### src/rtl/ddr_line_fetch_if.sv
// ddr_line_fetch_if: AXI-style read address/data channel between the line fetcher (master) and DDR (slave)
interface ddr_line_fetch_if #(
  parameter int ADDR_WIDTH = 28,
  parameter int DATA_WIDTH = 256
);
  logic [ADDR_WIDTH-1:0] araddr;
  logic [7:0] arlen;
  logic arvalid;
  logic arready;
  logic [DATA_WIDTH-1:0] rdata;
  logic rvalid;
  logic rlast;
  logic rready;
  modport master (output araddr, arlen, arvalid, rready, input arready, rdata, rvalid, rlast);
  modport slave (input araddr, arlen, arvalid, rready, output arready, rdata, rvalid, rlast);
endinterface

### src/rtl/ddr_line_fetch.sv
// ddr_line_fetch: fetches one display line per request from a ping-pong DDR frame buffer as fixed read bursts into the read buffer
// Optional DDR_FETCH_RLAST_CHECK_EN adds a sticky err_proto flag for rlast/beat-count disagreement
module ddr_line_fetch #(
  parameter int DQ_WIDTH = 32,
  parameter int H_WIDTH = 1280,
  parameter int H_HEIGHT = 720,
  parameter int BURST_LEN = 16,
  parameter int ADDR_WIDTH = 28,
  parameter logic [ADDR_WIDTH-1:0] FRAME_BASE0 = 28'h000_0000,
  parameter logic [ADDR_WIDTH-1:0] FRAME_BASE1 = 28'h020_0000
) (
  input  logic clk,
  input  logic rst,
  input  logic frame_start,
  input  logic frame_instruct,
  input  logic line_req,
  ddr_line_fetch_if.master axi,
  output logic buf_wr_en,
  output logic [DQ_WIDTH*8-1:0] buf_wr_data,
  output logic line_done,
  output logic busy,
  output logic err_overrun
`ifdef DDR_FETCH_RLAST_CHECK_EN
  , output logic err_proto
`endif
);
  localparam int BEATS_PER_LINE = H_WIDTH * 16 / (DQ_WIDTH * 8);
  localparam int BURSTS_PER_LINE = BEATS_PER_LINE / BURST_LEN;
  localparam int BURST_BYTES = BURST_LEN * DQ_WIDTH;
  localparam int LINE_BYTES = BEATS_PER_LINE * DQ_WIDTH;
  localparam int LW = $clog2(H_HEIGHT);
  localparam int BW = $clog2(BURSTS_PER_LINE);
  localparam int CW = $clog2(BURST_LEN);

  typedef enum logic [2:0] {IDLE, ADDR, DATA, DONE, DRAIN} state_t;

  state_t state;
  logic [LW-1:0] line_idx;
  logic [BW-1:0] burst_idx;
  logic [CW-1:0] beat_cnt;
  logic [ADDR_WIDTH-1:0] base;
  logic pending;
  logic abort;
  logic acc;
  logic last;

  function automatic logic [ADDR_WIDTH-1:0] addr_of(input logic [ADDR_WIDTH-1:0] b, input logic [LW-1:0] l,
                                                    input logic [BW-1:0] k);
    return b + ADDR_WIDTH'(l) * ADDR_WIDTH'(LINE_BYTES) + ADDR_WIDTH'(k) * ADDR_WIDTH'(BURST_BYTES);
  endfunction

  assign axi.arlen = 8'(BURST_LEN - 1);
  assign acc = axi.rvalid && axi.rready;
  assign last = beat_cnt == CW'(BURST_LEN - 1);
  assign busy = state != IDLE;

  always_ff @(posedge clk or posedge rst)
    if (rst) begin
      state <= IDLE;
      line_idx <= '0;
      burst_idx <= '0;
      beat_cnt <= '0;
      base <= FRAME_BASE0;
      pending <= 1'b0;
      abort <= 1'b0;
      axi.araddr <= '0;
      axi.arvalid <= 1'b0;
      axi.rready <= 1'b0;
      buf_wr_en <= 1'b0;
      buf_wr_data <= '0;
      line_done <= 1'b0;
      err_overrun <= 1'b0;
    end else begin
      buf_wr_en <= 1'b0;
      line_done <= 1'b0;
      if (line_req && busy && !frame_start) begin
        if (pending) err_overrun <= 1'b1;
        pending <= 1'b1;
      end
      case (state)
        IDLE: if (!frame_start && (line_req || pending)) begin
          state <= ADDR;
          axi.arvalid <= 1'b1;
          axi.araddr <= addr_of(base, line_idx, '0);
          pending <= line_req && pending;
        end
        // An address already on the bus must complete its handshake even when the frame restarts
        ADDR: if (axi.arready) begin
          axi.arvalid <= 1'b0;
          axi.rready <= 1'b1;
          beat_cnt <= '0;
          abort <= 1'b0;
          state <= (abort || frame_start) ? DRAIN : DATA;
        end else if (frame_start) abort <= 1'b1;
        DATA: begin
          if (frame_start) state <= DRAIN;
          if (acc) begin
            beat_cnt <= beat_cnt + 1'b1;
            if (!frame_start) begin
              buf_wr_en <= 1'b1;
              buf_wr_data <= axi.rdata;
            end
            if (last) begin
              beat_cnt <= '0;
              axi.rready <= 1'b0;
              if (frame_start) state <= IDLE;
              else if (burst_idx < BW'(BURSTS_PER_LINE - 1)) begin
                burst_idx <= burst_idx + 1'b1;
                state <= ADDR;
                axi.arvalid <= 1'b1;
                axi.araddr <= addr_of(base, line_idx, burst_idx + 1'b1);
              end else begin
                state <= DONE;
                line_done <= 1'b1;
              end
            end
          end
        end
        DONE: begin
          burst_idx <= '0;
          line_idx <= (line_idx == LW'(H_HEIGHT - 1)) ? '0 : line_idx + 1'b1;
          state <= IDLE;
        end
        DRAIN: if (acc) begin
          beat_cnt <= last ? '0 : beat_cnt + 1'b1;
          if (last) begin
            axi.rready <= 1'b0;
            state <= IDLE;
          end
        end
        default: state <= IDLE;
      endcase
      if (frame_start) begin
        base <= frame_instruct ? FRAME_BASE1 : FRAME_BASE0;
        line_idx <= '0;
        burst_idx <= '0;
        pending <= 1'b0;
        err_overrun <= 1'b0;
      end
    end

`ifdef DDR_FETCH_RLAST_CHECK_EN
  always_ff @(posedge clk or posedge rst)
    if (rst) err_proto <= 1'b0;
    else if (acc && (axi.rlast != last)) err_proto <= 1'b1;
`endif
endmodule

### src/flat_wrapper.sv
// flat-port wrapper written by rule: the top's interface ports become plain ports
module ddr_line_fetch_flat 
#(
  parameter int DQ_WIDTH = 32,
  parameter int H_WIDTH = 1280,
  parameter int H_HEIGHT = 720,
  parameter int BURST_LEN = 16,
  parameter int ADDR_WIDTH = 28,
  parameter logic [ADDR_WIDTH-1:0] FRAME_BASE0 = 28'h000_0000,
  parameter logic [ADDR_WIDTH-1:0] FRAME_BASE1 = 28'h020_0000
)
  (clk, rst, frame_start, frame_instruct, line_req, buf_wr_en, buf_wr_data, line_done, busy, err_overrun, axi_araddr, axi_arlen, axi_arvalid, axi_rready, axi_arready, axi_rdata, axi_rvalid, axi_rlast);
  ddr_line_fetch_if #(.ADDR_WIDTH(ADDR_WIDTH), .DATA_WIDTH(256)) axi_i ();
  input  logic clk;
  input  logic rst;
  input  logic frame_start;
  input  logic frame_instruct;
  input  logic line_req;
  output logic buf_wr_en;
  output logic [DQ_WIDTH*8-1:0] buf_wr_data;
  output logic line_done;
  output logic busy;
  output logic err_overrun;
  output wire logic [$bits(axi_i.araddr)-1:0] axi_araddr;
  output wire logic [$bits(axi_i.arlen)-1:0] axi_arlen;
  output wire logic [$bits(axi_i.arvalid)-1:0] axi_arvalid;
  output wire logic [$bits(axi_i.rready)-1:0] axi_rready;
  input wire logic [$bits(axi_i.arready)-1:0] axi_arready;
  input wire logic [$bits(axi_i.rdata)-1:0] axi_rdata;
  input wire logic [$bits(axi_i.rvalid)-1:0] axi_rvalid;
  input wire logic [$bits(axi_i.rlast)-1:0] axi_rlast;
  assign axi_araddr = axi_i.araddr;
  assign axi_arlen = axi_i.arlen;
  assign axi_arvalid = axi_i.arvalid;
  assign axi_rready = axi_i.rready;
  assign axi_i.arready = axi_arready;
  assign axi_i.rdata = axi_rdata;
  assign axi_i.rvalid = axi_rvalid;
  assign axi_i.rlast = axi_rlast;
  ddr_line_fetch #(.DQ_WIDTH(DQ_WIDTH), .H_WIDTH(H_WIDTH), .H_HEIGHT(H_HEIGHT), .BURST_LEN(BURST_LEN), .ADDR_WIDTH(ADDR_WIDTH), .FRAME_BASE0(FRAME_BASE0), .FRAME_BASE1(FRAME_BASE1)) u_core (.clk(clk), .rst(rst), .frame_start(frame_start), .frame_instruct(frame_instruct), .line_req(line_req), .axi(axi_i), .buf_wr_en(buf_wr_en), .buf_wr_data(buf_wr_data), .line_done(line_done), .busy(busy), .err_overrun(err_overrun));
endmodule
### config.mk
export PLATFORM = sky130hd
export DESIGN_NAME = ddr_line_fetch_flat
export DESIGN_NICKNAME = d
export VERILOG_FILES = /design/src/rtl/ddr_line_fetch_if.sv /design/src/rtl/ddr_line_fetch.sv /design/src/flat_wrapper.sv
export SDC_FILE = /design/constraint.sdc
export NUM_CORES = 1
export LEC_CHECK = 0
export CAP_MARGIN = 10
export CORE_AREA = 3 3 215 217
export DETAILED_ROUTE_END_ITERATION = 8
export DIE_AREA = 0 0 218 220
export PLACE_DENSITY_LB_ADDON = 0.1
export SLEW_MARGIN = 20
export SYNTH_ARGS = -nofsm -noshare
export SYNTH_HDL_FRONTEND = slang
export SYNTH_SLANG_ARGS = --single-unit
### constraint.sdc
create_clock -name clk -period 9.85 [get_ports clk]
set_input_delay 1.97 -clock clk [delete_from_list [all_inputs] [get_ports clk]]
set_output_delay 1.97 -clock clk [all_outputs]
set_load 0.03 [all_outputs]
# Word-level counts from Yosys, hierarchy flattened
# Index checks and enable logic that the tools add are counted.
# classes
addsub	5
n_reduce_logical	28
mux	58
order_cmp	1
multipliers	1
n_eq_ne	19
div_mod_pow	0
shifts	0
n_bitwise	1
# ops
cell	count
$mux W28	5
$pmux W28 S2	1
$mux W3	13
$mux W10	3
$add A28 B12 Y28	1
$add A28 B22 Y28	1
$mux W1	26
$mux W22	1
$ne A2 B1 Y1 const B	8
$mul A10 B3 Y13 const B	1
$mux W4	3
$pmux W3 S4	1
$reduce_and A4 Y1	3
$reduce_bool A2 Y1	6
$add A10 B1 Y10 const B	1
$eq A10 B10 Y1 const B	1
$ne A3 B2 Y1 const B	3
$reduce_bool A3 Y1	3
$pmux W4 S2	1
$reduce_and A7 Y1	1
$eq A3 B2 Y1 const B	2
$pmux W3 S2	1
$reduce_and A3 Y1	2
$reduce_and A6 Y1	1
17 further kinds	24
# word_totals
ramBits	0
input_bits	264
regBits	339
word_cells	127
output_inout_bits	298
latchBits	0
rom_bits	0
memories	0

# Longest topological paths before layout
# Gate-level depths: netlist (run 1).
# depth
word_depth	8
depth_mapped	10

# Least setup slack after synthesis (run 1)
# OpenSTA, ideal clock, no wires.
# synth_path
path_type	input port to flip-flop
start	input port axi_rvalid
end	register u_core.axi.araddr[19]
arrival_time_ns	3.545
path_stages	6
required_ns	9.781
slack_ns	6.236
path_cell_list	nand2_1 -> nor3_1 -> nand3b_1 -> a211o_2 -> or4_1 -> nand3_1
# synth_via
elab_chain_cells	3
# synth_rtl
element	line_no	text
from (decl)	flat_wrapper.sv:30	input wire logic [$bits(axi_i.rvalid)-1:0] axi_rvalid;
$logic_and A1 B1 Y1	ddr_line_fetch.sv:53	assign acc = axi.rvalid && axi.rready;
$ne A2 B1 Y1 (no line)	-	
$reduce_and A6 Y1 (no line)	-	
to (signal assigned)	ddr_line_fetch.sv:84	axi.araddr <= addr_of(base, line_idx, '0);
to (signal assigned)	ddr_line_fetch.sv:111	axi.araddr <= addr_of(base, line_idx, burst_idx + 1'b1);
to (decl)	ddr_line_fetch_if.sv:14	modport master (output araddr, arlen, arvalid, rready, input arready, rdata, rvalid, rlast);
# Every way passes these cells.
# A chain may end at the register's enable or synchronous reset.

# Final worst setup path (run 1)
# layout_path
start	input port frame_start
end	register u_core.buf_wr_data[158]
# layout_via
elab_chain_cells	2
# layout_rtl
element	line_no	text
from (decl)	flat_wrapper.sv:16	input logic frame_start;
$not A1 Y1 (no line)	-	
$reduce_and A3 Y1 (no line)	-	
to (signal assigned)	ddr_line_fetch.sv:101	buf_wr_data <= axi.rdata;
to (decl)	ddr_line_fetch.sv:19	output logic [DQ_WIDTH*8-1:0] buf_wr_data,
# Every way passes these cells.

==> results of run 1 <==
-- final cells by class --
| type | count | area [um2] |
|---|---|---|
| flip-flops and latches | 299 | 7482 |
| inverters | 11 | 45.04 |
| well taps | 592 | 740.7 |
| repair buffers | 547 | 5468 |
| clock inverters | 4 | 48.80 |
| multi-input cells | 533 | 4696 |
| fillers | 4136 | 24700 |
| diodes | 4 | 10.01 |
| clock buffers | 59 | 1131 |
-- logic make-up after synthesis --
kind of cell	count (synthesis)
flip-flops	299
buffers and inverters	69
AO/OA/AOI/OAI	81
adder cells (fa/ha/maj)	25
multiplexers	258
other	2
XOR/XNOR	19
AND/OR/NAND/NOR	129
-- cell usage in the layout (no fill, tap or decap), types with 3 or more instances in the layout --
cell and count:
xor2_1 12, clkbuf_8 8, o31ai_1 3, mux2_2 258, and3_1 4, ha_1 23
or4_1 3, a21oi_1 15, nor2_1 33, or2_2 3, a21o_1 4, dfrtp_1 299
nand3_1 10, nor2b_1 5, xnor2_1 7, clkbuf_1 12, buf_4 7, conb_1 21
nand3b_1 3, a211oi_1 4, nor3_1 11, inv_1 10, nand4_1 4, nand2_1 34
nand2b_1 3, o21bai_1 3, clkdlybuf4s50_1 539, diode_2 4, a31oi_1 11, o21ai_0 26
clkbuf_16 39
-- registers in the layout, summed over array words and instances (netlist names) --
name and count:
u_core.base 1, u_core.beat_cnt 4, u_core.axi.rready 1, u_core.pending 1, u_core.buf_wr_data 256, u_core.buf_wr_en 1, u_core.axi.arvalid 1, u_core.state 3
u_core.line_done 1, u_core.err_overrun 1, u_core.abort 1, u_core.burst_idx 3, u_core.axi.araddr 15, u_core.line_idx 10
-- metrics by stage --
step           total power [mW]  utilization [%]  hold WS (ps)  cell area, um2  setup WS (ps)
5_1_grt                   5.665            44.27         509.1           19620           4912
3_3_place_gp              4.099            41.59         468.3           18430           4553
3_5_place_dp              4.119            41.59         469.8           18430           4503
4_1_cts                   5.487            44.25         482.0           19610           5110
6_report                  5.390            44.27         477.1           19620           5093
2_1_floorplan             3.039                -         475.9           12560           3907
-- worst paths after layout --
check	start	endpoint	cells after the start
min	u_core.axi.araddr[11]	u_core.axi.araddr[11]	2
max	frame_start	u_core.buf_wr_data[158]	5
max reg2reg	u_core.state[1]	u_core.buf_wr_data[158]	6
min in group asynchronous	rst	u_core.buf_wr_data[100]	3
max in group asynchronous	rst	u_core.buf_wr_data[27]	4
min reg2reg	u_core.axi.araddr[11]	u_core.axi.araddr[11]	2
-- metal layers --
| layer | up-vias | GRT usage, % |
|---|---|---|
| met4 | 6 | 5.066 |
| met3 | 62 | 6.384 |
| met1 | 4416 | 18.18 |
| met2 | 337 | 29.21 |
| li1 | 4207 | - |
| met5 | - | 0 |
-- worst register-to-register path, cell delays in order (launching register included) --
cell and delay [ps]:
dfrtp_1 590, and2b_2 300, nand2b_1 250, nor3_4 240
buf_4 680, buf_4 910, mux2_2 490
-- where the power goes --
part,internal (mW),switching [mW]
Combinational,1.01,1.23
Sequential,1.62,0.208
Clock,0.809,0.519
==> impl_metrics.csv, run 1 <==
group,metric,value,unit
outcome,status,"finished, final reports clean",
clock_network,clock-sinks,299,
clock_network,cts_root_buf,"clkbuf_16",
logic_synthesis,synth_area,12480,um2
worst_setup_path,critPathKind,"in -> reg",
clock_network,cts_buffers,37,
route,wl_met3,3827,um
logic_synthesis,synthXorXnorAreaFrac,1.333,%
worst_setup_path,crit_chain,"clkdlybuf4s50_1, nor3_4, buf_4, buf_4, mux2_2",
clock_network,cts_hold_buf,0,
logic_synthesis,synth_adder_area_share,2.626,%
clock_network,clock_latency,530,ps
worst_setup_path,crit_path_end_kind,"flip-flop",
route,drt_pass1_iterations,4,
timing,grt_setup_unrepaired,"no",
logic_synthesis,ys_top_cells_by_count,"299 x dfrtp_1, 258 x mux2_2, 34 x nand2_1, 33 x nor2_1, 29 x buf_2",
worst_setup_path,cpPeakStageDelay,840,ps
logic_synthesis,synth_top_family_by_area,"multiplexers",
worst_setup_path,path_common_cell,"buf_4",
route,vias,9028,
logic_synthesis,ys_seq_area_share,59.94,%
clock_network,htree_levels,2,
worst_setup_path,cp.arrival,5170,ps
worst_setup_path,crit_fanout,68,
floorplanning,die_h,220,um
global_routing,grt_pass1_vias,9347,
final_layout,area_delta_synth_final,57.20,%
floorplanning,dieArea,47960,um2
worst_setup_path,crit_buf_inv,3,
floorplanning,num_io_pins,562,
timing,drv_slew,0,
timing,relSlewSlack,33.06,%
route,first_iter_violations,330,
final_layout,num-nets-final,1718,
timing,min_period,4757,ps
clock_network,cts_resized,0,
logic_synthesis,ys.flop_type,"dfrtp_1",
global_routing,grt_first_pass_wirelength,60000,um
worst_setup_path,rrSetupSlack,6290,ps
timing,finalCritPeriodShare,48.29,%
logic_synthesis,synth_edf_count,0,
logic_synthesis,synthCells,882,
logic_synthesis,netlist_top_cells_area,"dfrtp_1 60%, mux2_2 23%, ha_1 2.3%, buf_4 1.3%, buf_2 1.2%",
timing,final-setup-viol-count,0,
final_layout,drive_gt1_share,22.71,%
logic_synthesis,syn_avg_cell_area,14.15,um2
global_routing,grt_max_degree,171,
route,met1_length,15250,um
place,io_buffer_count,539,
logic_synthesis,yosysTopAreaCellShare,59.94,%
clock_network,cts_tree,"built",
worst_setup_path,crit_required,10260,ps
worst_setup_path,crit_slowest_cell,"buf_4",
logic_synthesis,post_synth_mux_area_share,23.28,%
timing,fmax,210.2,MHz
global_routing,track_usage,16.45,%
logic_synthesis,synth.largest_area_cell,"dfrtp_1",
logic_synthesis,ys_ff_latch,299,
place,place_inst,1982,
logic_synthesis,synth_compound_area_share,4.220,%
place,dpl.hpwl,30960,um
floorplanning,rows,77,
pwr,irDropWorstVdd,0.1342,mV
floorplanning,fp.dieW,218,um
route,antenna_left,0,
timing,fin_tns_setup,0,ps
pwr,power_density,274.7,nW/um2
worst_setup_path,startpoint_type,"primary input",
logic_synthesis,ys_types,55,
route,viasPerCell,4.406,
min_path,min_path_type,"reg -> reg",
worst_setup_path,critPathTopFamily,"buffers and inverters",
logic_synthesis,synthSimpleGateAreaFrac,5.483,%
pwr,leakage,8.850,nW
final_layout,fin_cells,2049,
logic_synthesis,yosys_warnings,0,
route,routed-wl-met2,21110,um
clock_network,cts_setup_buffers,0,
floorplanning,core_region_area,44320,um2
clock_network,clockBufferDepth,3,
timing,skew,17.92,ps
clock_network,path_clk_slew,50,ps
route,highest_layer,"met5",
route,wire_per_inst,20.09,um
flow_run,max_cap_violations,0,
timing,worst-slew-pin-transition,1004,ps
logic_synthesis,yosys.cell_count.top_type,"dfrtp_1",
logic_synthesis,synthArstFlopShare,100.0,%
global_routing,grt-ovfl-total,0,
floorplanning,initial_core_util,28.16,%
timing,hold_violations,0,
place,place_congestion,0.7507,
global_routing,antenna_found_initial,7,
route,wl,41170,um
route,drc_errors,0,
Power figures use the tool's default switching activity.
==> run 2: changes to the inputs <==
==> constraint.sdc (replaced) <==
create_clock -name clk -period 4.2 [get_ports clk]
set_input_delay 0.84 -clock clk [delete_from_list [all_inputs] [get_ports clk]]
set_output_delay 0.84 -clock clk [all_outputs]
set_load 0.03 [all_outputs]
==> impl_metrics.csv, run 2 (synthesized netlist as in run 1, its figures left out) <==
group,metric,value,unit
worst_setup_path,critPathKind,"reg -> reg",
global_routing,track_usage,16.27,%
timing,drv_slew,0,
floorplanning,core_region_area,44320,um2
timing,fmax,307.2,MHz
timing,min_period,3256,ps
final_layout,mostFrequentLayoutCells,"539 x clkdlybuf4s50_1, 299 x dfrtp_1, 258 x mux2_2",
route,viasPerCell,4.394,
worst_setup_path,crit_required,4650,ps
timing,finalCritPeriodShare,77.52,%
timing,relSlewSlack,42.18,%
route,wire_per_inst,19.76,um
route,first_iter_violations,331,
floorplanning,dieArea,47960,um2
timing,hold_violations,0,
timing,grt_setup_unrepaired,"no",
pwr,seqPwrFrac,33.1,%
pwr,power_switching,4.617,mW
worst_setup_path,startpoint_type,"flip-flop",
timing,skew,11.80,ps
final_layout,area_delta_synth_final,59.06,%
final_layout,final_common_cell,"clkdlybuf4s50_1",
route,antenna_left,0,
flow_run,max_cap_violations,0,
clock_network,cts_root_buf,"clkbuf_16",
final_layout,num-nets-final,1725,
pwr,leakage,8.967,nW
pwr,power_density,649.9,nW/um2
floorplanning,initial_core_util,28.16,%
clock_network,cts_setup_buffers,0,
final_layout,largest_reg_flops,256,
pwr,p_clk_share,26.1,%
final_layout,multi_input_area,4696,um2
timing,final-setup-viol-count,0,
final_layout,regArea,7482,um2
clock_network,cts_resized,0,
route,drt_pass1_iterations,4,
pwr,internal_power,8.286,mW
place,place_congestion,0.7690,
timing,fin_ws,944.3,ps
global_routing,grt_pass1_vias,9450,
worst_setup_path,cp.arrival,3700,ps
clock_network,cts_hold_buf,0,
global_routing,antenna_found_initial,8,
timing,fin_tns_setup,0,ps
global_routing,grt_first_pass_wirelength,59310,um
global_routing,grt_max_degree,129,
outcome,status,"finished, final reports clean",
final_layout,largestRegisters,"u_core.buf_wr_data: 256 flops, u_core.axi.araddr: 15 flops, u_core.line_idx: 10 flops",
clock_network,cts_tree,"built",
worst_setup_path,crit_path_end_kind,"flip-flop",
floorplanning,die_h,220,um
clock_network,path_clk_slew,50,ps
route,drc_errors,0,
final_layout,fill_cells,4149,
pwr,p_comb_share,40.8,%
route,wl,40700,um
global_routing,grt-ovfl-total,0,
place,preCtsSetupSlack,850.4,ps
floorplanning,rows,77,
clock_network,clockBufferDepth,3,
worst_setup_path,crit_fanout,7,
timing,worst-slew-pin-transition,867.3,ps
floorplanning,num_io_pins,562,
clock_network,cts_buffers,37,
place,io_buffer_count,539,
clock_network,htree_levels,2,
pwr,sw_frac_of_total,35.78,%
min_path,min_path_type,"reg -> reg",
floorplanning,fp.dieW,218,um
clock_network,clock_latency,530,ps
final_layout,drive_gt1_share,23.63,%
pwr,irDropWorstVdd,0.3344,mV
place,dpl.hpwl,30920,um
clock_network,clock-sinks,299,
route,vias,9051,
final_layout,largest_register,"u_core.buf_wr_data",
## run 2: cell types whose count changed in the layout (fill, tap and decap cells not counted), sizes merged
cell | previous run | this run
buf | 8 | 15
clkinv | 2 | 9
clkbuf | 59 | 53
bufinv | 1 | 5
inv | 11 | 10
## run 2: cell type report
cell class / instances / share of cell area [%]
Clock buffer: 53 / 5.476
Clock inverter: 14 / 1.059
Multi-Input combinational cell: 533 / 23.65
Antenna cell: 4 / 0.05042
Inverter: 11 / 0.2269
Sequential cell: 299 / 37.69
Tap cell: 592 / 3.731
Timing Repair Buffer: 554 / 28.12
## run 2: critical path, stage by stage (launching register included)
cell and delay [ps]:
dfrtp_1 460, ha_1 330, ha_1 360, a2111oi_0 390
o21ai_0 200, a31oi_1 220, nor2_1 80, ha_1 320
o21ai_0 130, or4_1 520, a31oi_1 170
## run 2: worst paths after layout
path,from,end,slack (ps),cells after the start
setup / recovery,u_core.line_idx[5],u_core.axi.araddr[22],940,10
hold / removal,u_core.axi.araddr[15],u_core.axi.araddr[15],470,2
setup reg to reg,u_core.line_idx[5],u_core.axi.araddr[22],940,10
hold reg to reg,u_core.axi.araddr[15],u_core.axi.araddr[15],470,2
max in group asynchronous,rst,u_core.buf_wr_data[102],2640,4
min in group asynchronous,rst,u_core.buf_wr_data[61],800,3
## run 2: stage by stage
step                cell area, um2  instances  total power [mW]  utilization, %  hold slack [ps]
global route                 19850       2060             13.53           44.80            509.0
global placement             18550       1989             9.625           41.85            470.0
CTS                          19840       2056             13.13           44.78            482.8
finish                       19850       2060             12.90           44.80            474.7
detailed placement           18550       1989             9.668           41.85            470.2
floorplan                    12560        901             7.128               -            475.9
## run 2: power by group through the flow
stage          clock network [mW]  registers, mW  logic (mW)
2_1_floorplan                   0           6.05        1.08
3_3_place_gp                    0           4.29        5.34
3_5_place_dp                    0           4.33        5.34
4_1_cts                      3.50           4.28        5.36
5_1_grt                      3.61           4.41        5.52
6_report                     3.36           4.27        5.26
## run 2: routing by layer
metal	routed length (um)	vias to the layer above	global-route usage [%]
met2	20880	336	28.57
met4	973	8	5.284
met3	3807	61	6.784
met5	46	-	0
li1	-	4228	-
met1	14990	4418	17.84
==> run 3: changes to the inputs <==
--- a/config.mk
+++ b/config.mk
@@ -6,9 +6,9 @@
 export NUM_CORES = 1
 export LEC_CHECK = 0
 export CAP_MARGIN = 10
-export CORE_AREA = 3 3 215 217
+export CORE_AREA = 3 3 217 219
 export DETAILED_ROUTE_END_ITERATION = 8
-export DIE_AREA = 0 0 218 220
+export DIE_AREA = 0 0 220 222
 export PLACE_DENSITY_LB_ADDON = 0.1
 export SLEW_MARGIN = 20
 export SYNTH_ARGS = -nofsm -noshare
==> constraint.sdc (replaced) <==
create_clock -name clk -period 3 [get_ports clk]
set_input_delay 0.6 -clock clk [delete_from_list [all_inputs] [get_ports clk]]
set_output_delay 0.6 -clock clk [all_outputs]
set_load 0.03 [all_outputs]
==> impl_metrics.csv, run 3 (synthesized netlist as in run 1, its figures left out) <==
group,metric,value,unit
outcome,status,"finished, final reports clean",
place,io_buffer_count,539,
route,wl,42630,um
place,preCtsSetupSlack,-103.5,ps
route,first_iter_violations,279,
timing,hold_violations,0,
final_layout,final_common_cell,"clkdlybuf4s50_1",
final_layout,mostFrequentLayoutCells,"539 x clkdlybuf4s50_1, 299 x dfrtp_1, 258 x mux2_2",
clock_network,clock_latency,530,ps
final_layout,drive_gt1_share,26.06,%
worst_setup_path,crit_fanout,3,
floorplanning,initial_core_util,27.56,%
final_layout,area_delta_synth_final,61.68,%
min_path,min_path_type,"reg -> reg",
global_routing,grt_max_degree,109,
flow_run,max_cap_violations,0,
worst_setup_path,critPathKind,"reg -> reg",
global_routing,grt_first_pass_wirelength,61980,um
floorplanning,fp.dieW,220,um
timing,drv_slew,0,
timing,final-setup-viol-count,0,
global_routing,track_usage,16.80,%
place,dpl.hpwl,33080,um
place,place_inst,2039,
clock_network,cts_tree,"built",
floorplanning,dieArea,48840,um2
final_layout,largest_reg_flops,256,
route,antenna_left,0,
pwr,leakage,9.136,nW
timing,finalCritPeriodShare,98.82,%
route,vias,9226,
place,place_congestion,0.7540,
worst_setup_path,cpPeakStageDelay,550,ps
worst_setup_path,crit_chain,"ha_1, ha_2, inv_2, fa_2, or4_4, a211oi_4, nand4_2, or4_1, a31oi_1",
worst_setup_path,crit_required,3440,ps
worst_setup_path,crit_path_end_kind,"flip-flop",
final_layout,largestRegisters,"u_core.buf_wr_data: 256 flops, u_core.axi.araddr: 15 flops, u_core.line_idx: 10 flops",
pwr,p_total,17.87,mW
timing,fin_ws,35.28,ps
global_routing,antenna_found_initial,3,
final_layout,fin_cells,2106,
timing,skew,12.44,ps
timing,fmax,337.3,MHz
clock_network,cts_buffers,37,
route,wire_per_inst,20.24,um
pwr,power_density,885.4,nW/um2
floorplanning,die_h,222,um
worst_setup_path,startpoint_type,"flip-flop",
worst_setup_path,cp.arrival,3410,ps
final_layout,largest_register,"u_core.buf_wr_data",
final_layout,num-nets-final,1768,
clock_network,path_clk_slew,60,ps
worst_setup_path,rrSetupSlack,40,ps
clock_network,clockBufferDepth,3,
timing,relSlewSlack,54.81,%
final_layout,fill_cells,4180,
pwr,irDropWorstVdd,0.5051,mV
clock_network,cts_hold_buf,0,
floorplanning,core_region_area,45280,um2
timing,worst-slew-pin-transition,677.9,ps
clock_network,clock-sinks,299,
clock_network,htree_levels,2,
route,drt_pass1_iterations,6,
timing,whs,485.7,ps
worst_setup_path,crit_slowest_cell,"or4_4",
route,viasPerCell,4.381,
timing,min_period,2965,ps
floorplanning,rows,78,
global_routing,grt_pass1_vias,9557,
route,drc_errors,0,
floorplanning,num_io_pins,562,
clock_network,cts_root_buf,"clkbuf_16",
global_routing,grt-ovfl-total,0,
timing,grt_setup_unrepaired,"yes",
==> run 3: path summary, 6_finish.rpt <==
kind	start	to	depth (start not counted)
worst min register to register	u_core.axi.araddr[12]	u_core.axi.araddr[12]	2
min in group asynchronous	rst	u_core.buf_wr_data[67]	3
worst max register to register	u_core.line_idx[1]	u_core.axi.araddr[21]	9
worst min-delay path	u_core.axi.araddr[12]	u_core.axi.araddr[12]	2
worst max-delay path	u_core.line_idx[1]	u_core.axi.araddr[21]	9
max in group asynchronous	rst	u_core.axi.arvalid	3
==> run 3: worst max-delay path: cells and delay by family, from the launching register on <==
| kind | cells | cell delay (ps) |
|---|---|---|
| simple gates | 3 | 1120 |
| fa+ha+maj | 3 | 930 |
| flops | 1 | 380 |
| compound gates | 2 | 410 |
| buf+inv | 1 | 50 |
==> run 3: what timing repair did <==
item	4_1_cts	5_1_grt
buffers inserted	1	0
pin swaps	2	2
cloned	0	0
gates resized for setup	4	8
hold endpoints to repair	0	0
endpoints found under the setup margin	3	5
==> run 3: area by class of cell <==
cell class,instances,area [um2],area share (%)
Timing Repair Buffer,597,5943,29.45
Tap cell,600,750.7,3.720
Clock inverter,7,66.31,0.3286
Inverter,11,45.04,0.2232
Sequential cell,299,7482,37.08
Multi-Input combinational cell,533,4755,23.56
Antenna cell,2,5.005,0.02480
Clock buffer,57,1134,5.617
==> run 3: metrics by stage <==
| step | setup TNS (ps) | utilization [%] | instance area [um2] |
|---|---|---|---|
| CTS | -16.45 | 44.45 | 20130 |
| global placement | -106.4 | 41.76 | 18910 |
| detailed placement | -176.1 | 41.76 | 18910 |
| floorplan | -470540 | - | 12560 |
| global route | -337.5 | 44.57 | 20180 |
| finish | 0 | 44.57 | 20180 |
==> run 3: metal layers <==
metal  share of wire (%)  track usage, %  vias up
met5               0.030               0        -
met2                  52           30.81      311
met3                 8.6           5.537       50
met1                  37           18.29     4551
met4                 2.0           4.902        2
li1                    -               -     4312
==> run 3: power breakdown <==
part | total, mW | internal [mW] | switching, mW | leakage, nW
registers | 5.95 | 5.31 | 0.642 | 4.09
logic | 7.50 | 3.39 | 4.10 | 4.45
clock network | 4.43 | 2.68 | 1.75 | 0.590
